`src/rtl/tdm_pkg.sv`:
```
// Shared TDM definitions: slot indices, sync state encoding and a slot decode helper.
// The transmit-side serializer uses the same package.
package tdm_pkg;

  localparam logic [1:0] SLOT_A = 2'd0;
  localparam logic [1:0] SLOT_B = 2'd1;
  localparam logic [1:0] SLOT_C = 2'd2;
  localparam logic [1:0] SLOT_D = 2'd3;

  typedef enum logic {
    IDLE = 1'b0,
    RUN  = 1'b1
  } tdm_state_e;

  function automatic logic [3:0] slot_onehot(input logic [1:0] s);
    return 4'b0001 << s;
  endfunction

endpackage

```
`src/rtl/tdm_slot_ctr.sv`:
```
// 2-bit TDM slot position counter: clear, load-to-1 on sync, wrapping increment on beat.
// wrap_o flags the increment out of the last slot in the same cycle.
module tdm_slot_ctr
  import tdm_pkg::*;
(
  input  logic       clk,
  input  logic       clr_i,
  input  logic       sync_i,
  input  logic       inc_i,
  output logic [1:0] slot_o,
  output logic       wrap_o
);

  logic [1:0] slot_q, slot_d;

  always_comb begin
    slot_d = slot_q;
    if (clr_i) begin
      slot_d = SLOT_A;
    end else if (sync_i) begin
      slot_d = SLOT_B;
    end else if (inc_i) begin
      slot_d = slot_q + 2'd1;
    end
  end

  always_ff @(posedge clk) begin
    slot_q <= slot_d;
  end

  assign slot_o = slot_q;
  assign wrap_o = inc_i && !clr_i && !sync_i && (slot_q == SLOT_D);

endmodule

```
`src/rtl/tdm_demux_4.sv`:
```
// 1:4 TDM demultiplexer: routes slot-ordered beats into four registered lanes,
// tracks frame sync, pulses frame_done on complete frames and sync_err on violations.
module tdm_demux_4
  import tdm_pkg::*;
#(
  parameter int WIDTH        = 1,
  parameter bit REQUIRE_SYNC = 1'b1
) (
  input  logic             clk,
  input  logic             rst,
  input  logic [WIDTH-1:0] din,
  input  logic             din_valid,
  input  logic             frame_start,
  output logic [WIDTH-1:0] a,
  output logic [WIDTH-1:0] b,
  output logic [WIDTH-1:0] c,
  output logic [WIDTH-1:0] d,
  output logic [3:0]       lane_stb,
  output logic [1:0]       slot,
  output logic             frame_done,
  output logic             sync_err
);

  tdm_state_e state_q, state_d;

  logic [WIDTH-1:0] lane_q [4];
  logic [3:0]       lane_stb_q;
  logic             frame_done_q;
  logic             sync_err_q;

  logic [3:0] wr_en;
  logic       ctr_sync, ctr_inc, ctr_clr, err_d;
  logic [1:0] slot_cur;
  logic       slot_wrap;

  tdm_slot_ctr u_slot_ctr (
    .clk    (clk),
    .clr_i  (rst || ctr_clr),
    .sync_i (ctr_sync),
    .inc_i  (ctr_inc),
    .slot_o (slot_cur),
    .wrap_o (slot_wrap)
  );

  always_ff @(posedge clk) begin
    if (rst) begin
      state_q <= IDLE;
    end else begin
      state_q <= state_d;
    end
  end

  always_comb begin
    state_d = state_q;
    unique case (state_q)
      IDLE: if (din_valid && frame_start) state_d = RUN;
      RUN: begin
        if (din_valid && !frame_start && slot_cur == SLOT_A && REQUIRE_SYNC)
          state_d = IDLE;
      end
      default: state_d = IDLE;
    endcase
  end

  always_comb begin
    wr_en    = 4'b0000;
    ctr_sync = 1'b0;
    ctr_inc  = 1'b0;
    ctr_clr  = 1'b0;
    err_d    = 1'b0;
    if (din_valid) begin
      unique case (state_q)
        IDLE: begin
          if (frame_start) begin
            wr_en    = slot_onehot(SLOT_A);
            ctr_sync = 1'b1;
          end
        end
        RUN: begin
          if (frame_start) begin
            // A misplaced frame_start abandons the partial frame but still resyncs
            wr_en    = slot_onehot(SLOT_A);
            ctr_sync = 1'b1;
            err_d    = (slot_cur != SLOT_A);
          end else if (slot_cur != SLOT_A) begin
            wr_en   = slot_onehot(slot_cur);
            ctr_inc = 1'b1;
          end else if (REQUIRE_SYNC) begin
            err_d   = 1'b1;
            ctr_clr = 1'b1;
          end else begin
            wr_en    = slot_onehot(SLOT_A);
            ctr_sync = 1'b1;
          end
        end
        default: ;
      endcase
    end
  end

  always_ff @(posedge clk) begin
    if (rst) begin
      for (int k = 0; k < 4; k++) lane_q[k] <= '0;
      lane_stb_q   <= 4'b0000;
      frame_done_q <= 1'b0;
      sync_err_q   <= 1'b0;
    end else begin
      for (int k = 0; k < 4; k++) begin
        if (wr_en[k]) lane_q[k] <= din;
      end
      lane_stb_q   <= wr_en;
      frame_done_q <= slot_wrap;
      sync_err_q   <= err_d;
    end
  end

  assign a          = lane_q[0];
  assign b          = lane_q[1];
  assign c          = lane_q[2];
  assign d          = lane_q[3];
  assign lane_stb   = lane_stb_q;
  assign slot       = slot_cur;
  assign frame_done = frame_done_q;
  assign sync_err   = sync_err_q;

endmodule

```
`config.mk`:
```
export PLATFORM = sky130hd
export DESIGN_NAME = tdm_demux_4
export DESIGN_NICKNAME = d
export VERILOG_FILES = /design/src/rtl/tdm_pkg.sv /design/src/rtl/tdm_slot_ctr.sv /design/src/rtl/tdm_demux_4.sv
export SDC_FILE = /design/constraint.sdc
export NUM_CORES = 1
export LEC_CHECK = 0
export CAP_MARGIN = 20
export CORE_AREA = 2 2 39 41
export DETAILED_ROUTE_END_ITERATION = 10
export DIE_AREA = 0 0 41 43
export HOLD_SLACK_MARGIN = 0.06
export PLACE_DENSITY = 0.77
export SYNTH_ARGS = -nofsm -noshare
export SYNTH_HDL_FRONTEND = slang
export SYNTH_SLANG_ARGS = --single-unit
```
`constraint.sdc`:
```
create_clock -name clk -period 2.3 [get_ports clk]
set_input_delay 0.345 -clock clk [delete_from_list [all_inputs] [get_ports clk]]
set_output_delay 0.345 -clock clk [all_outputs]
set_load 0.02 [all_outputs]
```
**Yosys cells after proc, flatten, opt, wreduce, memory -nomap -nowiden**

Memories as Yosys holds them, arrays and structs flattened.
Cells that the tools add are included.

- Register bits after elaboration: 9
- Memory bits (writable): 4
- Input bits: 5
- Output and inout port bits: 12
- Word-level logic and storage cells: 70
- Memories: 1

Memory list:

| name | depth | width | rd ports | clocked after memory_dff | wr ports | line | text |
|---|---|---|---|---|---|---|---|
| lane_q | 4 | 1 | 4 | 0 | 4 | tdm_demux_4.sv:26 | `logic [WIDTH-1:0] lane_q [4];` |

- $add $sub $neg: 1
- Eq/ne operators: 1
- Shift operators: 1
- Multiplexer cells: 39
- Bitwise operators: 6
- Reduce and logical (&&, ||, !) cells: 15

Operators by type and width:

| kind | number |
|---|---|
| two-way mux 1 bit | 34 |
| two-way mux 4 bit | 3 |
| case mux 4 bit (2 select lines) | 1 |
| logical AND 1 bit | 6 |
| bitwise OR 1 bit | 4 |
| nonzero test 2 bit | 2 |
| left shift 1 x 2 -> 4 bit (first input constant) | 1 |
| zero test 1 bit | 3 |
| OR reduction 3 bit | 1 |
| adder 2 x 1 -> 2 bit (second input constant) | 1 |
| == test 2 bit (second input constant) | 1 |
| zero test 2 bit | 1 |
| inverter 1 bit | 2 |
| case mux 1 bit (2 select lines) | 1 |
| OR reduction 2 bit | 1 |
| logical OR 1 bit | 1 |

**Depth between registers and ports, before layout**

Gate-level depths: netlist of the first run.

- Depth in word-level cells: 10
- Mapped depth: 7
- Mapped depth without buffers: 7

**Hierarchy**

From an unflattened synthesis of the first run, not the netlist that was laid out.

- Cells, all modules: 54
- Area, all modules: 601.8 sq um

By module, submodules not included:

| module | instances | cells an instance | area an instance (sq um) | seq. area each (sq um) |
|---|---|---|---|---|
| tdm_demux_4 | 1 | 44 | 508.0 | 260.2 |
| tdm_slot_ctr | 1 | 10 | 93.8 | 40.0 |

**Least setup slack after synthesis of the first run**

No wires, ideal clock.

- Path kind: reg-to-reg
- Start point: register u_slot_ctr.slot_q[0], in the netlist u_slot_ctr.slot_o[0]
- End point: register frame_done_q, in the netlist frame_done
- Setup time: 0.103 ns
- Data arrival time: 1.475 ns
- Required time: 2.197 ns
- Slack: 0.721 ns
- Stages on the path, launching flop included: 7
- Path buffers: 0
- Clock period less this slack: 1.579 ns
- Cells stage by stage: dfxtp_1 -> inv_1 -> ha_1 -> inv_1 -> ha_1 -> nand3_1 -> a2111oi_2

- Word-level cells in the longest chain between the ends: 10
- Elaborated cells on any way between the ends: 15
- Classes of those cells: 1 x eq/ne; 8 x mux; 6 x reduce/logical

RTL lines:

| item | line | text |
|---|---|---|
| start: declaration | tdm_slot_ctr.sv:14 | `logic [1:0] slot_q, slot_d;` |
| start signal: assignment | tdm_slot_ctr.sv:28 | `slot_q <= slot_d;` |
| nonzero test 2 bit | tdm_demux_4.sv:85 | `end else if (slot_cur != SLOT_A) begin` |
| two-way mux 1 bit | tdm_demux_4.sv:85 |  |
| two-way mux 1 bit | tdm_demux_4.sv:80 | `if (frame_start) begin` |
| two-way mux 1 bit | tdm_demux_4.sv:72 | `unique case (state_q)` |
| two-way mux 1 bit | tdm_demux_4.sv:71 | `if (din_valid) begin` |
| logical OR 1 bit | tdm_demux_4.sv:38 | `.clr_i (rst \|\| ctr_clr),` |
| zero test 1 bit | tdm_slot_ctr.sv:32 | `assign wrap_o = inc_i && !clr_i && !sync_i && (slot_q == SLOT_D);` |
| logical AND 1 bit (2 in a row) | tdm_slot_ctr.sv:32 |  |
| logical AND 1 bit * | tdm_slot_ctr.sv:32 |  |
| end signal: assignment | tdm_demux_4.sv:112 | `frame_done_q <= slot_wrap;` |
| end: declaration | tdm_demux_4.sv:28 | `logic frame_done_q;` |

Mark *: on every way between the ends. The rest lies on a longest branch, timed or not.
A chain may end at the register's enable or synchronous reset.

**Final worst setup path of the first run**

- Start point: register u_slot_ctr.slot_q[0], in the netlist u_slot_ctr.slot_o[0]
- End point: output slot[0]

RTL lines:

| item | line | text |
|---|---|---|
| end: declaration | tdm_demux_4.sv:19 | `output logic [1:0] slot,` |

No word-level cell between the ends.

==> results of run 1 <==
[power breakdown]
part	switching [mW]	internal [mW]
clock network	0.0694	0.0671
registers	0.00481	0.242
logic	0.0291	0.0257
[cell usage after synthesis]
cell       number
a2111oi_2       1
a211oi_1        1
a21o_1          4
a21oi_1         3
and2_1          5
and3_1          1
clkbuf_1        1
dfxtp_1         9
edfxtp_1        4
ha_1            7
inv_1           5
mux2i_1         1
nand2_1         6
nand2b_1        2
nand3_1         1
nor2_1          3
nor3_1          3
nor3_2          1
nor3b_1         1
[layout make-up]
| class | count | area, µm² |
|---|---|---|
| fillers | 134 | 572 |
| flip-flops and latches | 13 | 300 |
| multi-input cells | 40 | 287 |
| repair buffers | 16 | 160 |
| clock buffers | 4 | 26.3 |
| well taps | 16 | 20.0 |
| inverters | 5 | 18.8 |
[metal layers]
metal,share of wire [%],global-route usage [%],up-vias
li1,-,-,239
met1,46,16.2,206
met2,49,20.6,12
met3,4.2,6.28,0
met4,0,6.00,0
met5,0,0,-
[state kept, by name, indices dropped and copies added, names as in the netlist]
signal,flops
frame_done,1
lane_q,4
lane_stb,4
state_q,1
sync_err,1
u_slot_ctr.slot_o,2
[layout by cell type (no fill, tap or decap), drive strengths merged]
| cell | Yosys | routed |
|---|---|---|
| edfxtp | 4 | 4 |
| a2111oi | 1 | 1 |
| dfxtp | 9 | 9 |
| nor3 | 4 | 4 |
| mux2i | 1 | 1 |
| and3 | 1 | 1 |
| ha | 7 | 7 |
| a21o | 4 | 4 |
| nand2b | 2 | 2 |
| nor2 | 3 | 3 |
| nand3 | 1 | 1 |
| nand2 | 6 | 6 |
| a21oi | 3 | 3 |
| inv | 5 | 5 |
| clkbuf | 1 | 4 |
| clkdlybuf4s50 | 0 | 16 |
| nor3b | 1 | 1 |
| and2 | 5 | 5 |
| a211oi | 1 | 1 |
[metrics by stage]
stage | cell area [µm²] | util (%) | hold WS [ns]
6_report | 812 | 58.7 | 0.509
5_1_grt | 812 | 58.7 | 0.543
4_1_cts | 812 | 58.7 | 0.513
3_5_place_dp | 786 | 56.8 | 0.502
3_3_place_gp | 786 | 56.8 | 0.503
2_1_floorplan | 609 | - | 0.433
[path summary, 6_finish.rpt]
path | start | endpoint | slack, ns | depth (start not counted)
min reg2reg | state_q$_SDFF_PP0_ | state_q$_SDFF_PP0_ | 0.51 | 2
max | u_slot_ctr.slot_o[0]$_SDFFE_PP0P_ | slot[0] | 0.56 | 1
min | state_q$_SDFF_PP0_ | state_q$_SDFF_PP0_ | 0.51 | 2
max reg2reg | u_slot_ctr.slot_o[0]$_SDFFE_PP0P_ | u_slot_ctr.slot_o[1]$_SDFFE_PP0P_ | 0.66 | 7
[kinds of logic after synthesis]
| kind of cell | count (synthesis) |
|---|---|
| compound gates | 9 |
| fa+ha+maj | 7 |
| buf+inv | 6 |
| flops | 13 |
| mux | 1 |
| simple gates | 23 |
==> impl_metrics.csv, run 1 <==
group,metric,value,unit
place,dp_hpwl,754,µm
sta,fin_crit,1.74,ns
drt,vias,457,
global_routing,grt_pass1_vias,400,
clock_network,clkTransAtPathRegs,0.08,ns
drt,routed_via_density,4.86,
die,die_x,41,µm
worst_setup_path,start_kind,"register",
final_layout,drive_above_1_share,6.41,%
power_and_ir_drop,vdd_drop_max,0.420,mV
synth,synth_area_leaders,"dfxtp_1 30%, edfxtp_1 20%, ha_1 14%, and2_1 5.1%, a21o_1 4.9%",
place,place_ws,0.464,ns
flow_run,cap_viol_max_count,0,
synth,postSynthAreaPerCell,10.3,µm²
power_and_ir_drop,power,0.438,mW
clock_network,cts_resized,0,
clock_network,cts_max_path_buffers,2,
die,ios,17,
worst_setup_path,cp.arrival,1.40,ns
clock_network,tritoncts,"done",
worst_setup_path,worstPathCellList,"clkdlybuf4s50_1",
drt,wirelength,999,µm
die,fp.dieH,43,µm
die,die-area,1760,µm²
synth,synthesis.area,609,µm²
final_layout,syn_to_final_growth,33.3,%
synth,yosys.area_share.adder,14.4,%
global_routing,grt_max_degree,13,
synth,synth_compound_area_share,11.1,%
final_layout,nets,91,
synth,synth.largest_area_cell,"dfxtp_1",
place,dp_cells,90,
synth,synthXorXnorAreaFrac,0,%
sta,timing.slew.headroom,71.9,%
drt,drt_first_pass_iters,4,
clock_network,cts_setup_buffers,0,
clock_network,htreeDepth,1,
sta,finalCritPeriodShare,75.8,%
synth,yosys.area_share.simple,19.9,%
sta,timing.fmax,573,MHz
sta,rsz0062_at_grt,"false",
drt,drt_iter0_drc,7,
sta,fin_ws,0.556,ns
clock_network,ctsRootBufferMaster,"clkbuf_4",
synth,synth.mux.area_fraction,1.64,%
global_routing,grt_pass1_wl,1600,µm
worst_setup_path,path_buf_inv,1,
global_routing,antenna_found_initial,0,
synth,synth-seq-cells,13,
place,io_buffers,16,
clock_network,clock_latency,0.27,ns
sta,finalSetupViolCount,0,
worst_setup_path,cp_top_family,"buffers and inverters",
worst_setup_path,cp-end-kind,"primary output",
synth,netlist_instances,59,
die,core_area,1380,µm²
synth,yosys_warnings,0,
sta,tightestPinTransition,0.420,ns
worst_setup_path,critPathRequiredTime,1.96,ns
die,start_util,44.0,%
synth,synthDistinctLibCells,19,
global_routing,grt-ovfl-total,0,
sta,fin_skew,0.000881,ns
worst_setup_path,path_class,"reg2out",
clock_network,cts_buffers,3,
worst_setup_path,slowest_stage,"clkdlybuf4s50_1",
synth,yosysSeqAreaShare,49.3,%
power_and_ir_drop,p_leak,0.353,nW
final_layout,diodes,0,
final_layout,layout.cells.non_filler,94,
synth,synth_top_area_share,29.6,%
min_path,hp-class,"reg2reg",
synth,synth_top_family_by_area,"simple AND/OR/NAND/NOR gates",
global_routing,grt_usage,13.8,%
worst_setup_path,path_max_fanout,7,
sta,finalHoldViolCount,0,
die,placementRows,14,
drt,antenna_left,0,
clock_network,cts_sinks,13,
worst_setup_path,max_stage_delay,0.66,ns
drt,drc,0,
synth,synthesis.nets,71,
run_status,outcome,"finished, final reports clean",
place,gp_congestion,0.712,
clock_network,cts_hold_buf,0,
power_and_ir_drop,power.density,540,nW/µm²
sta,finalSetupTns,0,ns
drt,routedWlPerCell,10.6,µm
sta,slew_viol_final,0,
(Power assumes the default switching activity.)
==> inputs of run 2 (changes only) <==
--- a/config.mk
+++ b/config.mk
@@ -6,11 +6,11 @@
 export NUM_CORES = 1
 export LEC_CHECK = 0
 export CAP_MARGIN = 20
-export CORE_AREA = 2 2 39 41
+export CORE_MARGIN = 2
+export CORE_UTILIZATION = 40
 export DETAILED_ROUTE_END_ITERATION = 10
-export DIE_AREA = 0 0 41 43
 export HOLD_SLACK_MARGIN = 0.06
-export PLACE_DENSITY = 0.77
+export PLACE_DENSITY = 0.71
 export SYNTH_ARGS = -nofsm -noshare
 export SYNTH_HDL_FRONTEND = slang
 export SYNTH_SLANG_ARGS = --single-unit
==> constraint.sdc (replaced) <==
create_clock -name clk -period 1.6 [get_ports clk]
set_input_delay 0.24 -clock clk [delete_from_list [all_inputs] [get_ports clk]]
set_output_delay 0.24 -clock clk [all_outputs]
set_load 0.02 [all_outputs]
==> impl_metrics.csv, run 2 (same netlist as run 1, synthesis figures left out) <==
group,metric,value,unit
clock_network,cts_max_path_buffers,2,
clock_network,cts_sinks,13,
place,dp_hpwl,951,µm
drt,routed_via_density,4.89,
clock_network,tritoncts,"done",
clock_network,clock_latency,0.28,ns
global_routing,grt_max_degree,8,
drt,wirelength,1180,µm
flow_run,cap_viol_max_count,0,
global_routing,antenna_found_initial,0,
final_layout,layout_common_cells,"14 x clkdlybuf4s50_1, 9 x dfxtp_1, 7 x ha_1",
global_routing,grt-ovfl-total,0,
sta,finalHoldViolCount,0,
sta,fin_skew,0.00106,ns
final_layout,diodes,0,
final_layout,final_common_cell,"clkdlybuf4s50_1",
global_routing,grt_pass1_wl,1970,µm
sta,fin_crit,1.44,ns
sta,slew_viol_final,0,
run_status,outcome,"finished, final reports clean",
power_and_ir_drop,vdd_drop_max,0.322,mV
drt,drc,0,
worst_setup_path,path_buf_inv,1,
worst_setup_path,worstPathCellList,"clkdlybuf4s50_1",
die,die_x,43.0,µm
drt,antenna_left,0,
drt,drt_first_pass_iters,4,
final_layout,multi_input_area,287,µm²
drt,routedWlPerCell,11.8,µm
die,placementRows,14,
sta,finalSetupViolCount,0,
drt,vias,489,
die,fp.dieH,43.0,µm
place,io_buffers,16,
worst_setup_path,start_kind,"register",
worst_setup_path,cp.arrival,1.20,ns
die,ios,17,
worst_setup_path,slowest_stage,"clkdlybuf4s50_1",
global_routing,grt_pass1_vias,463,
min_path,hp-class,"reg2reg",
final_layout,layout.cells.non_filler,100,
power_and_ir_drop,power,0.647,mW
worst_setup_path,cp_top_family,"buffers and inverters",
sta,rsz0062_at_grt,"false",
clock_network,cts_hold_buf,0,
final_layout,n_fill_cell,129,
worst_setup_path,path_class,"reg2out",
sta,finalCritPeriodShare,90.0,%
sta,finalSetupTns,0,ns
place,placed_area,831,µm²
power_and_ir_drop,p_leak,0.391,nW
die,start_util,41.4,%
clock_network,cts_buffers,3,
drt,drt_iter0_drc,9,
clock_network,htreeDepth,1,
place,dp_cells,96,
final_layout,final_area,855,µm²
final_layout,drive_above_1_share,13.1,%
sta,timing.fmax,695,MHz
global_routing,grt_usage,14.8,%
clock_network,clkTransAtPathRegs,0.08,ns
worst_setup_path,cp-end-kind,"primary output",
sta,tightestPinTransition,0.253,ns
final_layout,syn_to_final_growth,40.2,%
worst_setup_path,max_stage_delay,0.60,ns
worst_setup_path,critPathRequiredTime,1.36,ns
place,gp_congestion,0.759,
clock_network,ctsRootBufferMaster,"clkbuf_4",
sta,timing.hold.ws,0.548,ns
power_and_ir_drop,power.density,757,nW/µm²
die,die-area,1850,µm²
worst_setup_path,path_max_fanout,1,
sta,timing.slew.headroom,83.1,%
final_layout,register_area,300,µm²
final_layout,nets,97,
die,core_area,1470,µm²
==> run 2: per-stage QoR <==
step	utilization [%]	setup slack, ns
floorplan	-	0.0214
global placement	56.5	0.0992
detailed placement	56.5	0.0696
CTS	58.1	0.147
global route	58.1	0.0636
finish	58.1	0.160
==> run 2: worst paths after layout <==
kind | slack (ns) | to | cells past startpoint | start
max | 0.16 | c | 1 | lane_q[2]$_SDFFCE_PN0P_
max reg2reg | 0.20 | frame_done$_SDFF_PP0_ | 6 | u_slot_ctr.slot_o[0]$_SDFFE_PP0P_
min reg2reg | 0.55 | state_q$_SDFF_PP0_ | 2 | state_q$_SDFF_PP0_
min | 0.55 | state_q$_SDFF_PP0_ | 2 | state_q$_SDFF_PP0_
==> run 2: cell type report <==
cell class                 instances  share of cell area (%)
timing repair buffer              22                    23.7
clock buffer                       4                    3.07
inverter                           5                    2.20
sequential                        13                    35.1
multi-input combinational         40                    33.5
tap                               16                    2.34
==> run 2: where the power goes <==
group	leakage, nW	switching (mW)	internal [mW]
Clock	0.0150	0.105	0.0968
Combinational	0.262	0.0484	0.0439
Sequential	0.114	0.00434	0.348
==> run 2: metal layers <==
layer | vias to the layer above | wire [µm] | GRT usage, %
li1 | 248 | - | -
met3 | 5 | 50 | 2.55
met2 | 16 | 582 | 23.9
met1 | 220 | 506 | 16.2
met5 | - | 0 | 0
met4 | 0 | 36 | 13.3
==> run 2: what timing repair did <==
item,4_1_cts,5_1_grt
setup buffers,0,0
endpoints found under the hold margin,0,0
setup endpoints to repair,2,0
resized for setup,2,0
==> run 2: worst reg2reg max path, cell delays in order (launching register included) <==
cell and delay [ns]:
dfxtp_1 0.33, inv_1 0.07, ha_1 0.19, inv_1 0.05, ha_1 0.18, nand3_1 0.14, a2111oi_2 0.35
